<file path="config.mk">
export PLATFORM = sky130hd
export DESIGN_NAME = bcd_entry
export DESIGN_NICKNAME = d
export VERILOG_FILES = /design/src/rtl/bcd_entry_pkg.sv /design/src/rtl/bcd_entry_key_debounce.sv /design/src/rtl/bcd_entry.sv
export SDC_FILE = /design/constraint.sdc
export NUM_CORES = 1
export LEC_CHECK = 0
export CORE_MARGIN = 4
export CORE_UTILIZATION = 35
export CTS_BUF_LIST = sky130_fd_sc_hd__clkbuf_16
export DETAILED_ROUTE_END_ITERATION = 12
export GPL_ROUTABILITY_DRIVEN = 0
export PLACE_DENSITY_LB_ADDON = 0.3
export SLEW_MARGIN = 15
export SYNTH_ARGS = -nofsm -noshare
export SYNTH_HDL_FRONTEND = slang
export SYNTH_HIERARCHICAL = 1
export SYNTH_SLANG_ARGS = --single-unit
</file>
<file path="constraint.sdc">
create_clock -name clk -period 5.74 [get_ports clk]
set_clock_uncertainty 0.05 [all_clocks]
set_input_delay 1.148 -clock clk [delete_from_list [all_inputs] [get_ports clk]]
set_output_delay 1.148 -clock clk [all_outputs]
set_load 0.02 [all_outputs]
</file>
<file path="src/rtl/bcd_entry_pkg.sv">
// ---------------------------------------------------------------------------
// bcd_entry_pkg
// Shared definitions for the BCD entry block: the entry/hold state encoding,
// the BCD digit width and the width of the committed binary value.
// ---------------------------------------------------------------------------
package bcd_entry_pkg;

  localparam int DIGIT_W = 4;
  localparam int VALUE_W = 5;

  typedef enum logic [0:0] {
    ST_ENTRY = 1'b0,
    ST_HOLD  = 1'b1
  } state_e;

  typedef struct packed {
    logic [DIGIT_W-1:0] tens;
    logic [DIGIT_W-1:0] ones;
  } digits_t;

endpackage

</file>
<file path="src/rtl/bcd_entry_key_debounce.sv">
// ---------------------------------------------------------------------------
// key_debounce
// One raw active-low pushbutton -> two-flop synchronizer -> level debouncer
// -> one-cycle press pulse on the debounced high-to-low transition.
//
// Ports:
//   i_clk    system clock
//   i_rst    asynchronous active-high reset
//   i_key_n  raw active-low key input (asynchronous to i_clk)
//   o_press  one-cycle pulse when the debounced level falls (press only)
// ---------------------------------------------------------------------------
module key_debounce
  import bcd_entry_pkg::*;
#(
  parameter int DEBOUNCE_CYCLES = 500000
) (
  input  logic i_clk,
  input  logic i_rst,
  input  logic i_key_n,
  output logic o_press
);

  localparam int CNT_W = (DEBOUNCE_CYCLES > 1) ? $clog2(DEBOUNCE_CYCLES) : 1;
  localparam logic [CNT_W-1:0] CNT_LAST = CNT_W'(DEBOUNCE_CYCLES - 1);

  logic             r_sync1;
  logic             r_sync2;
  logic             r_level;
  logic [CNT_W-1:0] r_cnt;
  logic             r_press;

  logic w_mismatch;
  logic w_accept;

  // The counter tracks how many consecutive synchronized samples have
  // disagreed with the debounced level; the sample that completes the run
  // is the one that flips the level.
  assign w_mismatch = r_sync2 ^ r_level;
  assign w_accept   = w_mismatch && (r_cnt == CNT_LAST);

  always_ff @(posedge i_clk or posedge i_rst) begin
    if (i_rst) begin
      r_sync1 <= 1'b1;
      r_sync2 <= 1'b1;
      r_level <= 1'b1;
      r_cnt   <= '0;
      r_press <= 1'b0;
    end else begin
      r_sync1 <= i_key_n;
      r_sync2 <= r_sync1;
      // Only a 1 -> 0 acceptance is a press; releases are silent.
      r_press <= w_accept & r_level;
      if (w_accept) begin
        r_level <= r_sync2;
        r_cnt   <= '0;
      end else if (w_mismatch) begin
        r_cnt <= r_cnt + 1'b1;
      end else begin
        r_cnt <= '0;
      end
    end
  end

  assign o_press = r_press;

endmodule

</file>
<file path="src/rtl/bcd_entry.sv">
// ---------------------------------------------------------------------------
// bcd_entry
// Two-key decimal entry: "inc" steps a two-digit BCD entry (wrapping at
// MAX_VALUE), "enter" commits it as a binary value with a one-cycle valid.
// After a commit the block holds; the next inc restarts entry at 01.
//
// Ports:
//   clk          system clock
//   rst          asynchronous active-high reset
//   key_inc_n    raw active-low increment key
//   key_enter_n  raw active-low commit key
//   ones, tens   BCD digits of the current entry (to the 7-segment path)
//   value        binary value of the last committed entry
//   valid        one-cycle commit pulse
//   editing      high while in ENTRY
// ---------------------------------------------------------------------------
module bcd_entry
  import bcd_entry_pkg::*;
#(
  parameter int DEBOUNCE_CYCLES = 500000,
  parameter int MAX_VALUE       = 31
) (
  input  logic               clk,
  input  logic               rst,
  input  logic               key_inc_n,
  input  logic               key_enter_n,
  output logic [DIGIT_W-1:0] ones,
  output logic [DIGIT_W-1:0] tens,
  output logic [VALUE_W-1:0] value,
  output logic               valid,
  output logic               editing
);

  localparam logic [DIGIT_W-1:0] MAX_TENS = DIGIT_W'(MAX_VALUE / 10);
  localparam logic [DIGIT_W-1:0] MAX_ONES = DIGIT_W'(MAX_VALUE % 10);

  logic w_inc_ev;
  logic w_enter_ev;

  state_e             r_state;
  digits_t            r_digits;
  logic [VALUE_W-1:0] r_value;
  logic               r_valid;

  state_e             w_state_nx;
  digits_t            w_digits_nx;
  logic [VALUE_W-1:0] w_value_nx;
  logic               w_valid_nx;

  key_debounce #(
    .DEBOUNCE_CYCLES(DEBOUNCE_CYCLES)
  ) u_key_inc (
    .i_clk   (clk),
    .i_rst   (rst),
    .i_key_n (key_inc_n),
    .o_press (w_inc_ev)
  );

  key_debounce #(
    .DEBOUNCE_CYCLES(DEBOUNCE_CYCLES)
  ) u_key_enter (
    .i_clk   (clk),
    .i_rst   (rst),
    .i_key_n (key_enter_n),
    .o_press (w_enter_ev)
  );

  // Decimal increment of the two-digit entry; the top value wraps to 00 so
  // the entry never exceeds MAX_VALUE and never leaves BCD.
  function automatic digits_t bcd_inc(input digits_t d);
    digits_t n;
    n = d;
    if ((d.tens == MAX_TENS) && (d.ones == MAX_ONES)) begin
      n.tens = '0;
      n.ones = '0;
    end else if (d.ones == DIGIT_W'(9)) begin
      n.ones = '0;
      n.tens = d.tens + 1'b1;
    end else begin
      n.ones = d.ones + 1'b1;
    end
    return n;
  endfunction

  // 10*tens + ones using shifts; the result always fits VALUE_W because the
  // entry is bounded by MAX_VALUE.
  function automatic logic [VALUE_W-1:0] digits_to_bin(input digits_t d);
    logic [VALUE_W-1:0] t8;
    logic [VALUE_W-1:0] t2;
    logic [VALUE_W-1:0] o1;
    t8 = VALUE_W'({d.tens, 3'b000});
    t2 = VALUE_W'({d.tens, 1'b0});
    o1 = VALUE_W'(d.ones);
    return t8 + t2 + o1;
  endfunction

  always_comb begin
    w_state_nx  = r_state;
    w_digits_nx = r_digits;
    w_value_nx  = r_value;
    w_valid_nx  = 1'b0;
    // Enter is tested first everywhere: a coincident inc is dropped.
    case (r_state)
      ST_ENTRY: begin
        if (w_enter_ev) begin
          w_value_nx = digits_to_bin(r_digits);
          w_valid_nx = 1'b1;
          w_state_nx = ST_HOLD;
        end else if (w_inc_ev) begin
          w_digits_nx = bcd_inc(r_digits);
        end
      end
      ST_HOLD: begin
        if (w_enter_ev) begin
          w_valid_nx = 1'b1;
        end else if (w_inc_ev) begin
          w_digits_nx.tens = '0;
          w_digits_nx.ones = DIGIT_W'(1);
          w_state_nx       = ST_ENTRY;
        end
      end
      default: begin
        w_state_nx = ST_ENTRY;
      end
    endcase
  end

  always_ff @(posedge clk or posedge rst) begin
    if (rst) begin
      r_state  <= ST_ENTRY;
      r_digits <= '0;
      r_value  <= '0;
      r_valid  <= 1'b0;
    end else begin
      r_state  <= w_state_nx;
      r_digits <= w_digits_nx;
      r_value  <= w_value_nx;
      r_valid  <= w_valid_nx;
    end
  end

  assign ones    = r_digits.ones;
  assign tens    = r_digits.tens;
  assign value   = r_value;
  assign valid   = r_valid;
  assign editing = (r_state == ST_ENTRY);

endmodule

</file>
==> insert_results.sql <==
INSERT INTO impl_metrics (metric_group, metric, value, unit) VALUES
('hold_path', 'worst_hold_path.num_cells', '0', ''),
('clocking', 'clock_root_buffer', 'sky130_fd_sc_hd__clkbuf_16', ''),
('worst_setup_path', 'critical_path.cell_chain', 'inv_1, clkdlybuf4s50_1', ''),
('clocking', 'h-tree-depth', '3', ''),
('synth', 'yosys.area_share.adder', '4.605', '%'),
('worst_setup_path', 'r2r.worst_path.cells', '4', ''),
('clocking', 'cts-buffers-inserted', '9', ''),
('worst_setup_path', 'critical_path.reg2reg.startpoint', 'u_key_enter/r_cnt[6]', ''),
('worst_setup_path', 'worstSetupEndpointType', 'output pin', ''),
('timing', 'finalHoldViolCount', '0', ''),
('synth', 'yosysSeqAreaShare', '50.41', '%'),
('timing', 'final.period_utilization', '48.79', '%'),
('worst_setup_path', 'worst_path_dominant_cell_family', 'buffers and inverters', ''),
('clocking', 'clkTransAtPathRegs', '50', 'ps'),
('floorplanning', 'die_outline_area', '10250', 'um2'),
('drt', 'vias_per_cell', '5.024', ''),
('drt', 'first_pass_iters', '4', ''),
('power_and_ir_drop', 'finalPower', '0.9686', 'mW'),
('synth', 'ys_dominant_reg_cell', 'sky130_fd_sc_hd__dfrtp_1', ''),
('synth', 'synthesis.nets', '302', ''),
('synth', 'synth-simple-area-share', '24.05', '%'),
('clocking', 'post-cts-setup-buffers', '0', ''),
('drt', 'drt_iter0_drc', '116', ''),
('synth', 'synth.avg_cell_area', '10.57', 'um2'),
('floorplanning', 'core_area', '8341', 'um2'),
('worst_setup_path', 'crit_type', 'register to output pin', ''),
('synth', 'mappedNetlistArea', '3043', 'um2'),
('power_and_ir_drop', 'power.sequential.fraction', '45.6', '%'),
('power_and_ir_drop', 'switching_share', '20.27', '%'),
('global_routing', 'grt_max_degree', '24', ''),
('global_routing', 'global_route_wire_length_before_repair', '10.07', 'mm'),
('timing', 'timing.fmax', '357.1', 'MHz'),
('cells_and_area', 'post_layout_cell_count', '421', ''),
('cells_and_area', 'final_common_cell', 'sky130_fd_sc_hd__dfrtp_1', ''),
('synth', 'post_synth_edffs', '0', ''),
('placed_design', 'dp.cells', '405', ''),
('worst_setup_path', 'regToRegEndpoint', 'u_key_enter/r_cnt[8]', ''),
('cells_and_area', 'post-route-util', '43.26', '%'),
('worst_setup_path', 'cp_num_buf_inv', '2', ''),
('synth', 'synthArstFlopShare', '100.0', '%'),
('synth', 'yosys_warnings', '6', ''),
('global_routing', 'global_route.overflow_total', '0', ''),
('power_and_ir_drop', 'internal_power', '0.7723', 'mW'),
('drt', 'route.detailed.drc', '0', ''),
('hold_path', 'holdCritPathClass', 'register to register', ''),
('worst_setup_path', 'crit_slowest_cell', 'sky130_fd_sc_hd__clkdlybuf4s50_1', ''),
('timing', 'max_slew.worst_pin.slew', '960.2', 'ps'),
('floorplanning', 'dieWidth', '101.2', 'um'),
('worst_setup_path', 'crit_fanout', '12', ''),
('synth', 'synthMuxAreaShare', '1.480', '%'),
('placed_design', 'portBuffers', '18', ''),
('timing', 'final_max_slew_viol_count', '0', ''),
('cells_and_area', 'layout.cells.most_common_list', 'sky130_fd_sc_hd__dfrtp_1, sky130_fd_sc_hd__nor2_1, sky130_fd_sc_hd__nand2_1', ''),
('timing', 'timing.hold.ws', '303.4', 'ps'),
('floorplanning', 'ios', '19', ''),
('floorplanning', 'num_rows', '33', ''),
('power_and_ir_drop', 'power.switching', '0.1963', 'mW'),
('cells_and_area', 'post_route_cells_drive_above_1_share', '9.494', '%'),
('global_routing', 'grt_antenna_before_repair', '0', ''),
('power_and_ir_drop', 'combinationalPowerShare', '2.3', '%'),
('power_and_ir_drop', 'power.static_leakage', '1.559', 'nW'),
('drt', 'vias', '2115', ''),
('power_and_ir_drop', 'vdd_ir_drop_max', '0.0001177', 'V'),
('cells_and_area', 'fin_area', '3608', 'um2'),
('placed_design', 'placed_cell_area', '3324', 'um2'),
('run_status', 'run_status', 'finished, final reports clean', ''),
('flow_run', 'cap_violations', '0', ''),
('cells_and_area', 'synthToLayoutAreaGrowth', '18.59', '%'),
('timing', 'fin_crit', '2800', 'ps'),
('synth', 'yosys_register_bits', '61', ''),
('synth', 'post-synth-top-area-cell', 'sky130_fd_sc_hd__dfrtp_1', '');
[logic make-up (layout without fill, tap and decap cells)]
logic type | after synthesis | count (layout)
buffers and inverters | 16 | 44
adder cells (fa/ha/maj) | 10 | 10
multiplexers | 4 | 4
flip-flops | 61 | 61
AO/OA/AOI/OAI | 34 | 34
XOR/XNOR | 31 | 31
AND/OR/NAND/NOR | 132 | 132
[cell type report]
class | count | area, um2
fill | 805 | 4732
multi-input combinational | 211 | 1441
tap | 105 | 131.4
timing repair buffer | 18 | 180.2
inverter | 10 | 37.54
clock buffer | 9 | 225.2
clock inverter | 7 | 58.81
sequential | 61 | 1534
[cells in the mapped netlist, types with 4 or more instances]
cell / instances
sky130_fd_sc_hd__dfrtp_1: 55
sky130_fd_sc_hd__nor2_1: 36
sky130_fd_sc_hd__nand2_1: 29
sky130_fd_sc_hd__xnor2_1: 21
sky130_fd_sc_hd__nand3_1: 13
sky130_fd_sc_hd__a21oi_1: 10
sky130_fd_sc_hd__inv_1: 10
sky130_fd_sc_hd__xor2_1: 10
sky130_fd_sc_hd__ha_1: 8
sky130_fd_sc_hd__nand4_1: 8
sky130_fd_sc_hd__o21ai_0: 8
sky130_fd_sc_hd__or4_1: 8
sky130_fd_sc_hd__buf_2: 6
sky130_fd_sc_hd__dfstp_2: 6
sky130_fd_sc_hd__nor3_1: 6
sky130_fd_sc_hd__nor4_1: 6
sky130_fd_sc_hd__or3_1: 6
sky130_fd_sc_hd__nor3b_1: 4
sky130_fd_sc_hd__o31ai_1: 4
[how the worst max path moves through the flow]
stage | startpoint | to | slack (ps) | depth (start not counted)
after floorplan | ones[3] | value[4] | 3700 | 5
after global placement | r_state | editing | 3320 | 2
final | r_state | editing | 2940 | 2
after CTS | r_state | editing | 2940 | 2
after detailed placement | r_state | editing | 3270 | 2
after global routing | r_state | editing | 2880 | 2
[routing by layer]
| metal | wire [um] | GRT usage (%) | up-vias |
|---|---|---|---|
| met3 | 195 | 3.581 | 6 |
| li1 | - | - | 1068 |
| met4 | 59 | 4.294 | 0 |
| met2 | 2636 | 18.76 | 30 |
| met5 | 0 | 0 | - |
| met1 | 2753 | 16.42 | 1011 |
[registers in the layout, summed over array words and instances, names as in the netlist]
register and count:
u_key_enter/o_press 1, u_key_inc/o_press 1, value 5, r_state 1, u_key_inc/r_level 1, u_key_enter/r_cnt 19, u_key_inc/r_sync1 1, ones 4
u_key_enter/r_sync2 1, valid 1, u_key_inc/r_sync2 1, u_key_enter/r_level 1, u_key_enter/r_sync1 1, tens 4, u_key_inc/r_cnt 19
[power groups by stage]
stage                     Sequential [mW]  Clock (mW)  Combinational (mW)
after floorplan                     0.448           0              0.0164
after global placement              0.449           0              0.0231
after detailed placement            0.449           0              0.0233
after CTS                           0.442       0.519              0.0234
after global routing                0.442       0.540              0.0267
final                               0.442       0.504              0.0223
Note: power is estimated with default switching activity, not from simulation.
